==> src/rtl/batch_requester_pkg.sv <==
// Shared constants for the batch requester and the compute-unit handshake.
// FSM state encoding, default widths and start/done levels.
package batch_requester_pkg;

  localparam int DATA_W_DEF = 8;
  localparam int COUNT_W    = 4;

  localparam logic [2:0] ST_IDLE    = 3'd0;
  localparam logic [2:0] ST_ISSUE   = 3'd1;
  localparam logic [2:0] ST_WAIT    = 3'd2;
  localparam logic [2:0] ST_RELEASE = 3'd3;
  localparam logic [2:0] ST_FINISH  = 3'd4;

  typedef enum logic [2:0] {
    IDLE    = ST_IDLE,
    ISSUE   = ST_ISSUE,
    WAIT    = ST_WAIT,
    RELEASE = ST_RELEASE,
    FINISH  = ST_FINISH
  } state_e;

  localparam logic HS_ASSERT   = 1'b1;
  localparam logic HS_DEASSERT = 1'b0;

endpackage

==> src/rtl/batch_requester_result_fifo.sv <==
// Result FIFO for the batch requester; write while full is accepted
// only together with a pop, reads from empty are ignored.
module result_fifo #(
  parameter int DATA_W = 8,
  parameter int DEPTH  = 8
) (
  input  logic              clk,
  input  logic              rst,
  input  logic              wr_en,
  input  logic [DATA_W-1:0] wr_data,
  input  logic              rd_en,
  output logic [DATA_W-1:0] rd_data,
  output logic              empty,
  output logic              full
);

  localparam int AW = $clog2(DEPTH);
  localparam int PW = AW + 1;

  logic [PW-1:0]     wr_ptr_q, wr_ptr_d;
  logic [PW-1:0]     rd_ptr_q, rd_ptr_d;
  logic [PW-1:0]     cnt_q, cnt_d;
  logic [DATA_W-1:0] mem_q [DEPTH];
  logic              do_wr;
  logic              do_rd;

  assign empty   = (cnt_q == '0);
  assign full    = (cnt_q == PW'(DEPTH));
  assign do_rd   = rd_en && !empty;
  assign do_wr   = wr_en && (!full || do_rd);
  assign rd_data = empty ? '0 : mem_q[rd_ptr_q[AW-1:0]];

  always_comb begin
    wr_ptr_d = wr_ptr_q + PW'(do_wr);
    rd_ptr_d = rd_ptr_q + PW'(do_rd);
    cnt_d    = cnt_q + PW'(do_wr) - PW'(do_rd);
  end

  always_ff @(posedge clk) begin
    if (rst) begin
      wr_ptr_q <= '0;
      rd_ptr_q <= '0;
      cnt_q    <= '0;
    end else begin
      wr_ptr_q <= wr_ptr_d;
      rd_ptr_q <= rd_ptr_d;
      cnt_q    <= cnt_d;
    end
  end

  always_ff @(posedge clk) begin
    if (do_wr) begin
      mem_q[wr_ptr_q[AW-1:0]] <= wr_data;
    end
  end

endmodule

==> src/rtl/batch_requester.sv <==
// Issues a batch of consecutive operands to one compute unit and queues
// the results. BATCH_REQUESTER_TIMEOUT_EN adds a done watchdog.
module batch_requester
  import batch_requester_pkg::*;
#(
  parameter int DATA_W  = DATA_W_DEF,
  parameter int DEPTH   = 8,
  parameter int TIMEOUT = 255
) (
  input  logic               clk0,
  input  logic               rst0,
  input  logic               go,
  input  logic [DATA_W-1:0]  first_val,
  input  logic [COUNT_W-1:0] count,
  output logic               req_start,
  output logic [DATA_W-1:0]  req_valor,
  input  logic [DATA_W-1:0]  req_resultado,
  input  logic               req_done,
  input  logic               rd_en,
  output logic [DATA_W-1:0]  rd_data,
  output logic               rd_valid,
  output logic               busy,
  output logic               batch_done,
  output logic               timeout_err
);

  state_e             state_q, state_d;
  logic [COUNT_W-1:0] rem_q, rem_d;
  logic [DATA_W-1:0]  valor_q, valor_d;
  logic               start_q, start_d;
  logic               fifo_wr;
  logic               fifo_empty;
  logic               fifo_full;
  logic               slot_free;
  logic               timed_out;

  // A pop on the same edge frees the slot we are about to claim
  assign slot_free = !fifo_full || rd_en;

`ifdef BATCH_REQUESTER_TIMEOUT_EN
  localparam int WD_W = $clog2(TIMEOUT + 1);

  logic [WD_W-1:0] wd_q, wd_d;
  logic            terr_q, terr_d;

  assign timed_out = (state_q == WAIT) && !req_done &&
                     (wd_q == WD_W'(TIMEOUT - 1));

  always_comb begin
    wd_d   = wd_q;
    terr_d = terr_q | timed_out;
    if (state_q != WAIT) begin
      wd_d = '0;
    end else if (!timed_out) begin
      wd_d = wd_q + WD_W'(1);
    end
  end

  always_ff @(posedge clk0) begin
    if (rst0) begin
      wd_q   <= '0;
      terr_q <= 1'b0;
    end else begin
      wd_q   <= wd_d;
      terr_q <= terr_d;
    end
  end

  assign timeout_err = terr_q;
`else
  assign timed_out   = 1'b0;
  assign timeout_err = 1'b0;
`endif

  always_comb begin
    state_d = state_q;
    rem_d   = rem_q;
    valor_d = valor_q;
    start_d = start_q;
    fifo_wr = 1'b0;
    unique case (state_q)
      IDLE: begin
        if (go) begin
          valor_d = first_val;
          rem_d   = count;
          if (count == '0) state_d = FINISH;
          else             state_d = ISSUE;
        end
      end
      ISSUE: begin
        if (slot_free) begin
          start_d = HS_ASSERT;
          state_d = WAIT;
        end
      end
      WAIT: begin
        if (req_done) begin
          fifo_wr = 1'b1;
          start_d = HS_DEASSERT;
          rem_d   = rem_q - COUNT_W'(1);
          valor_d = valor_q + DATA_W'(1);
          state_d = RELEASE;
        end else if (timed_out) begin
          start_d = HS_DEASSERT;
          state_d = FINISH;
        end
      end
      // Level-style done must fall before the next request goes out
      RELEASE: begin
        if (!req_done) begin
          if (rem_q != '0) state_d = ISSUE;
          else             state_d = FINISH;
        end
      end
      FINISH: state_d = IDLE;
      default: state_d = IDLE;
    endcase
  end

  always_ff @(posedge clk0) begin
    if (rst0) begin
      state_q <= IDLE;
      rem_q   <= '0;
      valor_q <= '0;
      start_q <= 1'b0;
    end else begin
      state_q <= state_d;
      rem_q   <= rem_d;
      valor_q <= valor_d;
      start_q <= start_d;
    end
  end

  result_fifo #(
    .DATA_W (DATA_W),
    .DEPTH  (DEPTH)
  ) u_fifo (
    .clk     (clk0),
    .rst     (rst0),
    .wr_en   (fifo_wr),
    .wr_data (req_resultado),
    .rd_en   (rd_en),
    .rd_data (rd_data),
    .empty   (fifo_empty),
    .full    (fifo_full)
  );

  assign req_start  = start_q;
  assign req_valor  = valor_q;
  assign rd_valid   = !fifo_empty;
  assign busy       = (state_q != IDLE);
  assign batch_done = (state_q == FINISH);

endmodule

==> config.mk <==
export PLATFORM = sky130hd
export DESIGN_NAME = batch_requester
export DESIGN_NICKNAME = d
export VERILOG_FILES = /design/src/rtl/batch_requester_pkg.sv /design/src/rtl/batch_requester_result_fifo.sv /design/src/rtl/batch_requester.sv
export SDC_FILE = /design/constraint.sdc
export NUM_CORES = 1
export LEC_CHECK = 0
export CORE_UTILIZATION = 31
export DETAILED_ROUTE_END_ITERATION = 10
export PLACE_DENSITY = 0.6
export SKIP_CTS_REPAIR_TIMING = 1
export SLEW_MARGIN = 20
export SYNTH_ARGS = -nofsm -noshare
export SYNTH_HDL_FRONTEND = slang
export SYNTH_SLANG_ARGS = --single-unit
==> constraint.sdc <==
create_clock -name clk0 -period 4.2 [get_ports clk0]
set_input_delay 0.84 -clock clk0 [delete_from_list [all_inputs] [get_ports clk0]]
set_output_delay 0.84 -clock clk0 [all_outputs]
set_load 0.02 [all_outputs]
After elaboration in Yosys (flattened, before gate mapping)
Memory sizes are Yosys's and may differ from the RTL's. A register that Yosys moved wholly into a read port is not among the register bits.
Index checks and enable logic that the tools add are counted.
{ "op_classes": {"addsub": 6, "n_eq_ne": 9, "mux": 22, "reduce_logical": 16} }
{ "op_table": {"columns": ["cell", "count"], "rows": [
  ["$mux 8", 3],
  ["$mux 3", 7],
  ["$pmux 8 s2", 1],
  ["$add 4x1->4", 3],
  ["$pmux 3 s4", 1],
  ["$add 8x1->8 const B", 1],
  ["$logic_not 4->1", 2],
  ["$mux 4", 2],
  ["$ne 2x2->1 const B", 4],
  ["$pmux 4 s2", 1],
  ["$eq 3x2->1 const B", 2],
  ["$mux 1", 6],
  ["$reduce_and 3->1", 2],
  ["$eq 4x4->1 const B", 1],
  ["$reduce_and 4->1", 1],
  ["$reduce_bool 2->1", 2],
  ["$reduce_bool 4->1", 1],
  ["$sub 4x1->4", 1],
  ["$sub 4x1->4 const B", 1],
  ["$eq 3x1->1 const B", 1],
  ["$eq 3x3->1 const B", 1],
  ["$logic_not 3->1", 1],
  ["$reduce_bool 3->1", 1],
  ["$logic_and 1x1->1", 2],
  ["other kinds (3)", 5]
]} }
{ "word_totals": {"register_bits": 28, "ram_bits": 64, "output_inout_bits": 21, "n_memories": 1} }
{ "mem_list": {"columns": ["memory", "words", "word_bits", "rd", "rd_clocked_by_memory_dff", "write_ports", "line_no", "text"], "rows": [
  ["u_fifo.mem_q", 8, 8, 1, 1, 1, "batch_requester_result_fifo.sv:23", "logic [DATA_W-1:0] mem_q [DEPTH];"]
]} }

Depth between registers and ports, before layout
{ "logic_depth": {"ltp_word": 7, "mapped_depth": 12, "mapped_depth_nobuf": 11} }

Cells and area by module
A second synthesis with hierarchy kept.
{ "hier_totals": {"cells_unflattened": 325, "hier_area_um2": 4169.0} }
{ "modules_own_cells": {"columns": ["mod", "instances", "cells_per_inst", "area_per_inst_um2", "seq_area_each_um2"], "rows": [
  ["result_fifo", 1, 196, 3155.5, 2122.0],
  ["batch_requester", 1, 129, 1013.5, 320.3]
]} }

Least setup slack after synthesis
Ideal clock, no wire load.
{ "synth_path": {"path_type": "input to register", "from": "input rd_en", "to": "memory u_fifo.mem_q[0][0], enable pin", "t_arrival_ns": 2.012, "path_slack_ns": 1.805, "cell_stages": 4, "cell_sequence": "nand2b_1 -> a311oi_4 -> nand2b_2 -> nor3_1"} }
{ "synth_via": {"elab_chain_len": 5} }
{ "synth_rtl": {"columns": ["item", "line_no", "text"], "rows": [
  ["start, declared", "batch_requester.sv:19", "input logic rd_en,"],
  ["$logic_and 1x1->1", "batch_requester_result_fifo.sv:29", "assign do_rd = rd_en && !empty;"],
  ["$logic_or 1x1->1", "batch_requester_result_fifo.sv:30", "assign do_wr = wr_en && (!full || do_rd);"],
  ["$logic_and 1x1->1", "batch_requester_result_fifo.sv:30", null],
  ["$mux 1", "batch_requester_result_fifo.sv:52", "if (do_wr) begin"],
  ["$mux 1 (not written as such)", "batch_requester_result_fifo.sv:53", "mem_q[wr_ptr_q[AW-1:0]] <= wr_data;"],
  ["end, declared", "batch_requester_result_fifo.sv:23", null]
]} }
No other way between the ends.

==> flow_summary_export.csv <==
group,metric,value,unit
power_and_ir_drop,p_clk_frac,0.300,
timing,slew_violations,0,
clock_network,htreeDepth,3,
finish,fin_util,0.398,
power_and_ir_drop,total_power,2.66,mW
clock_network,clock_sinks,90,
drt,num_vias,2424,
setup_path,required,3.36,ns
setup_path,regToRegStartpoint,"state_q[1]",
clock_network,cts_max_path_buffers,2,
power_and_ir_drop,vdd_ir_drop_max,0.241,mV
power_and_ir_drop,power_frac_seq,0.404,
logic_synthesis,seq_area_frac_synth,0.615,
die,ios,46,
finish,drive_above_1_share,0.126,
job,cap_violations,0,
place,port_buffers,44,
run_status,status,"complete, no violations",
global_route,grt_max_degree,26,
drt,drt-total-wl,7790,um
setup_path,critPathCaptureType,"output pin",
clock_network,clk_pin_slew,0.07,ns
drt,antenna_left,0,
finish,area_growth,23.0,%
place,placed_cell_area,0.00458,sq mm
drt,drt_iter0_drc,138,
place,dp_hpwl,5410,um
global_route,grt_usage,0.129,
die,rows,40,
setup_path,start_kind,"flop",
global_route,antenna_found_initial,0,
die,initial_core_util,0.324,
global_route,gr-total-overflow,0,
setup_path,cp.arrival,2.40,ns
global_route,grt_pass1_vias,2509,
die,dieWidth,115,um
power_and_ir_drop,p_int,1.82,mW
min_path,holdCritStartpoint,"rem_q[1]",
timing,hold_slack,0.482,ns
setup_path,critPathMaxFanout,17,
timing,setup_tns,0,ns
logic_synthesis,syn_area,0.00397,sq mm
logic_synthesis,yosysUniqueCellTypes,49,
logic_synthesis,ys_warn_count,0,
timing,final.min_clock_period,3.24,ns
setup_path,r2r_end,"u_fifo.mem_q[4][1]",
timing,max_freq,309,MHz
min_path,min_to,"rem_q[1]",
place,globalplace.congestion,0.758,
drt,vias_per_cell,4.76,
logic_synthesis,ys.flop_type,"edfxtp_1",
timing,setup_viol,0,
die,die_y,115,um
drt,firstDrtPassIters,4,
setup_path,crit_type,"reg -> out",
power_and_ir_drop,pwr-share-comb,0.296,
drt,wire_per_inst,15.3,um
timing,rsz0062_at_grt,"false",
clock_network,cts_tree,"done",
finish,antenna_cells,0,
power_and_ir_drop,switching_share,0.315,
clock_network,clk_latency,0.34,ns
die,die_area,0.0133,sq mm
clock_network,clockRootBuffer,"clkbuf_16",
setup_path,reg2reg_depth,4,
timing,maxSlewHeadroom,0.361,
global_route,grt_pass1_wl,12900,um
logic_synthesis,syn_nets,331,
timing,worstMarginPinSlew,0.955,ns
clock_network,cts_made_buffers,9,
timing,hold_violations,0,
power_and_ir_drop,power_density,544,mW/mm^2
logic_synthesis,syn_area_per_cell,13.6,sq um
logic_synthesis,synth_edf_count,64,
power_and_ir_drop,p_sw,0.836,mW
timing,fin_skew,0.00999,ns
finish,most-common-layout-cells,"64 x edfxtp_1, 44 x clkdlybuf4s50_1, 26 x nor2_1, 26 x dfxtp_1",
logic_synthesis,synth-seq-cells,90,
power_and_ir_drop,p_leak,1.59,nW
finish,design_area,0.00488,sq mm
die,core_area,0.0123,sq mm
timing,min_period_over_period,0.771,
min_path,min_path_type,"reg -> reg",
drt,drc,0,
setup_path,ff2ff_setup_slack,1.30,ns
logic_synthesis,netlist_instances,292,
finish,final_common_cell,"edfxtp_1",
min_path,worstHoldPathCells,2,
finish,nets,375,
logic_synthesis,async_reset_ff_frac,0,
## final cells by class
type / instances / area (sq um)
clock buffers: 9 / 225
clock inverters: 7 / 81.3
fillers: 1171 / 7380
inverters: 16 / 60.1
multi-input cells: 170 / 1390
flip-flops and latches: 90 / 2440
well taps: 168 / 210
repair buffers: 49 / 478
## critical path, stage by stage (launching register included)
cell	delay [ns]
dfxtp_1	0.86
mux4_2	0.42
mux2i_1	0.17
nor2_1	0.06
clkdlybuf4s50_1	0.55
## worst max-delay path by stage
stage,start,to,slack [ns],cells past startpoint
3_5_place_dp,req_done,u_fifo.mem_q[4][3],1.04,5
3_3_place_gp,req_done,u_fifo.mem_q[7][2],1.15,5
6_report,u_fifo.rd_ptr_q[1],rd_data[7],0.96,4
2_1_floorplan,rd_en,u_fifo.mem_q[0][0],1.80,4
4_1_cts,u_fifo.rd_ptr_q[1],rd_data[7],0.92,4
5_1_grt,u_fifo.rd_ptr_q[1],rd_data[7],0.83,4
## cell families (layout without fill, tap and decap cells)
group	after synthesis	count (layout)	share of synthesized area
buffers and inverters	32	81	0.0366
other	1	1	0.000945
AND/OR/NAND/NOR	82	82	0.102
AO/OA/AOI/OAI	44	44	0.0763
flip-flops	90	90	0.615
multiplexers	25	25	0.113
adder cells (fa/ha/maj)	14	14	0.0460
XOR/XNOR	4	4	0.00883
## Yosys cell counts, types with 7 or more instances
master / number / area share
ha_1: 13 / 0.041
nand2b_1: 7 / 0.011
o21ai_0: 7 / 0.0088
nand2_1: 13 / 0.012
dfxtp_1: 26 / 0.13
mux2i_1: 9 / 0.023
edfxtp_1: 64 / 0.48
nor2_1: 26 / 0.025
nand3_1: 7 / 0.0088
a21oi_1: 14 / 0.018
nor3_1: 8 / 0.010
mux4_2: 16 / 0.091
inv_1: 16 / 0.015
## through the flow
step,cells,worst slack [ns]
2_1_floorplan,292,1.80
3_3_place_gp,493,1.15
3_5_place_dp,493,1.04
4_1_cts,509,0.923
5_1_grt,509,0.830
6_report,509,0.961
## routing by layer
metal	global-route usage	wire length, um	up-vias
met2	0.214	3710	50
li1	-	-	1177
met5	0	0	-
met4	0.0511	108	0
met3	0.0295	291	9
met1	0.164	3680	1188
## state kept, by name, indices dropped and copies added (netlist names)
register	cells
state_q	3
u_fifo.cnt_q	4
rem_q	4
req_valor	8
u_fifo.rd_ptr_q	3
u_fifo.mem_q	64
req_start	1
u_fifo.wr_ptr_q	3
## power by group through the flow
stage / combinational, mW / clock [mW] / sequential [mW]
5_1_grt: 0.878 / 0.851 / 1.08
3_3_place_gp: 0.787 / 0 / 1.09
6_report: 0.787 / 0.797 / 1.07
3_5_place_dp: 0.802 / 0 / 1.09
2_1_floorplan: 0.543 / 0 / 1.07
4_1_cts: 0.806 / 0.816 / 1.07
Note: power is estimated with default switching activity, not from simulation.
==> RTL edit (same settings) <==
`DEPTH` is set to 8 in 2 places; all go to 4.
--- a/src/rtl/batch_requester_result_fifo.sv
+++ b/src/rtl/batch_requester_result_fifo.sv
@@ -3,5 +3,5 @@
 module result_fifo #(
   parameter int DATA_W = 8,
-  parameter int DEPTH  = 8
+  parameter int DEPTH  = 4
 ) (
   input  logic              clk,
--- a/src/rtl/batch_requester.sv
+++ b/src/rtl/batch_requester.sv
@@ -5,5 +5,5 @@
 #(
   parameter int DATA_W  = DATA_W_DEF,
-  parameter int DEPTH   = 8,
+  parameter int DEPTH   = 4,
   parameter int TIMEOUT = 255
 ) (
Check against the original RTL: same outputs for any inputs over 10 cycles, from zero or initial values and one cycle with rst0 high; that may be too few to reach the edited logic, so the function may still have changed.
==> RTL edit against the original RTL <==
- first-iteration DRC count decreased by 38%
- setup slack gained 59 ps
- combinational power is 22% lower
- critical endpoint is now rd_data[4]
- final area decreased by 35%
- sequential cell count shrank 35
- power fell by 39%
- wire length is 36% lower
- largest power group unchanged
- area after synthesis fell by 36%
==> RTL edit: results (changes against the original RTL) <==
status=complete, no violations; Met2 Routed Length=2350 µm (-36%); met2 usage=0.208 (-0.00643); clock tree root buffer cell=clkbuf_8; switching component of the power=0.560 mW (-33%); DRT met1 WL=2360 µm (-36%); r2r worst-path depth=9 (+5); CP Capture Point=rd_data[4]; GPL Wtd Cong=0.778 (+2.7%); Synth top cells by count=edfxtp_1 (32), dfxtp_1 (23), nand2_1 (17); Max stage delay on crit path=740 ps (-120 ps); maximum VDD drop=0.187 mV (-22%); syn nets=249 (-25%); critical-path maximum fanout=10 (-7); GRT Resource Usage Total=0.127 (-0.00266); pwr dens=517 nW/µm² (-4.9%); first-pass GRT wire length=8390 µm (-35%); Worst EP arrival=2340 ps (-60 ps); TritonCTS buffer count=5 (-4); reg-to-reg slack, setup=1600 ps (+300 ps); clock skew=5.22 ps (-4.78 ps); DP Wirelength=3470 µm (-36%); Setup crit start=u_fifo.rd_ptr_q[0]; Clock transition at path regs=100 ps (+30 ps); GR Layer Usage met1=0.164 (-0.000356)
==> RTL edit: cell type report <==
cell class | instances | area (µm²) | area share
clock buffer | 5 | 68.8 | 0.0218
clock inverter | 3 | 27.5 | 0.00874
timing repair buffer | 45 | 448 | 0.142
inverter | 10 | 37.5 | 0.0119
tap | 102 | 128 | 0.0405
sequential | 55 | 1420 | 0.451
multi-input combinational | 141 | 1020 | 0.324
==> RTL edit: worst min-delay path by stage <==
| stage | to | slack, ps |
|---|---|---|
| global route | req_start | 520 |
| floorplan | rem_q[1] | 440 |
| finish | rem_q[1] | 480 |
| detailed placement | rem_q[1] | 470 |
| CTS | rem_q[1] | 480 |
| global placement | rem_q[1] | 450 |
==> RTL edit: cells by family (layout without fill, tap and decap cells) <==
logic type,count (synthesis),count (layout),synth area share
xor+xnor,6,6,0.0206
fa+ha+maj,6,6,0.0324
mux,10,10,0.0795
compound gates,39,39,0.0952
other cells,1,1,0.00147
flops,55,55,0.557
simple gates,79,79,0.171
buf+inv,22,63,0.0427
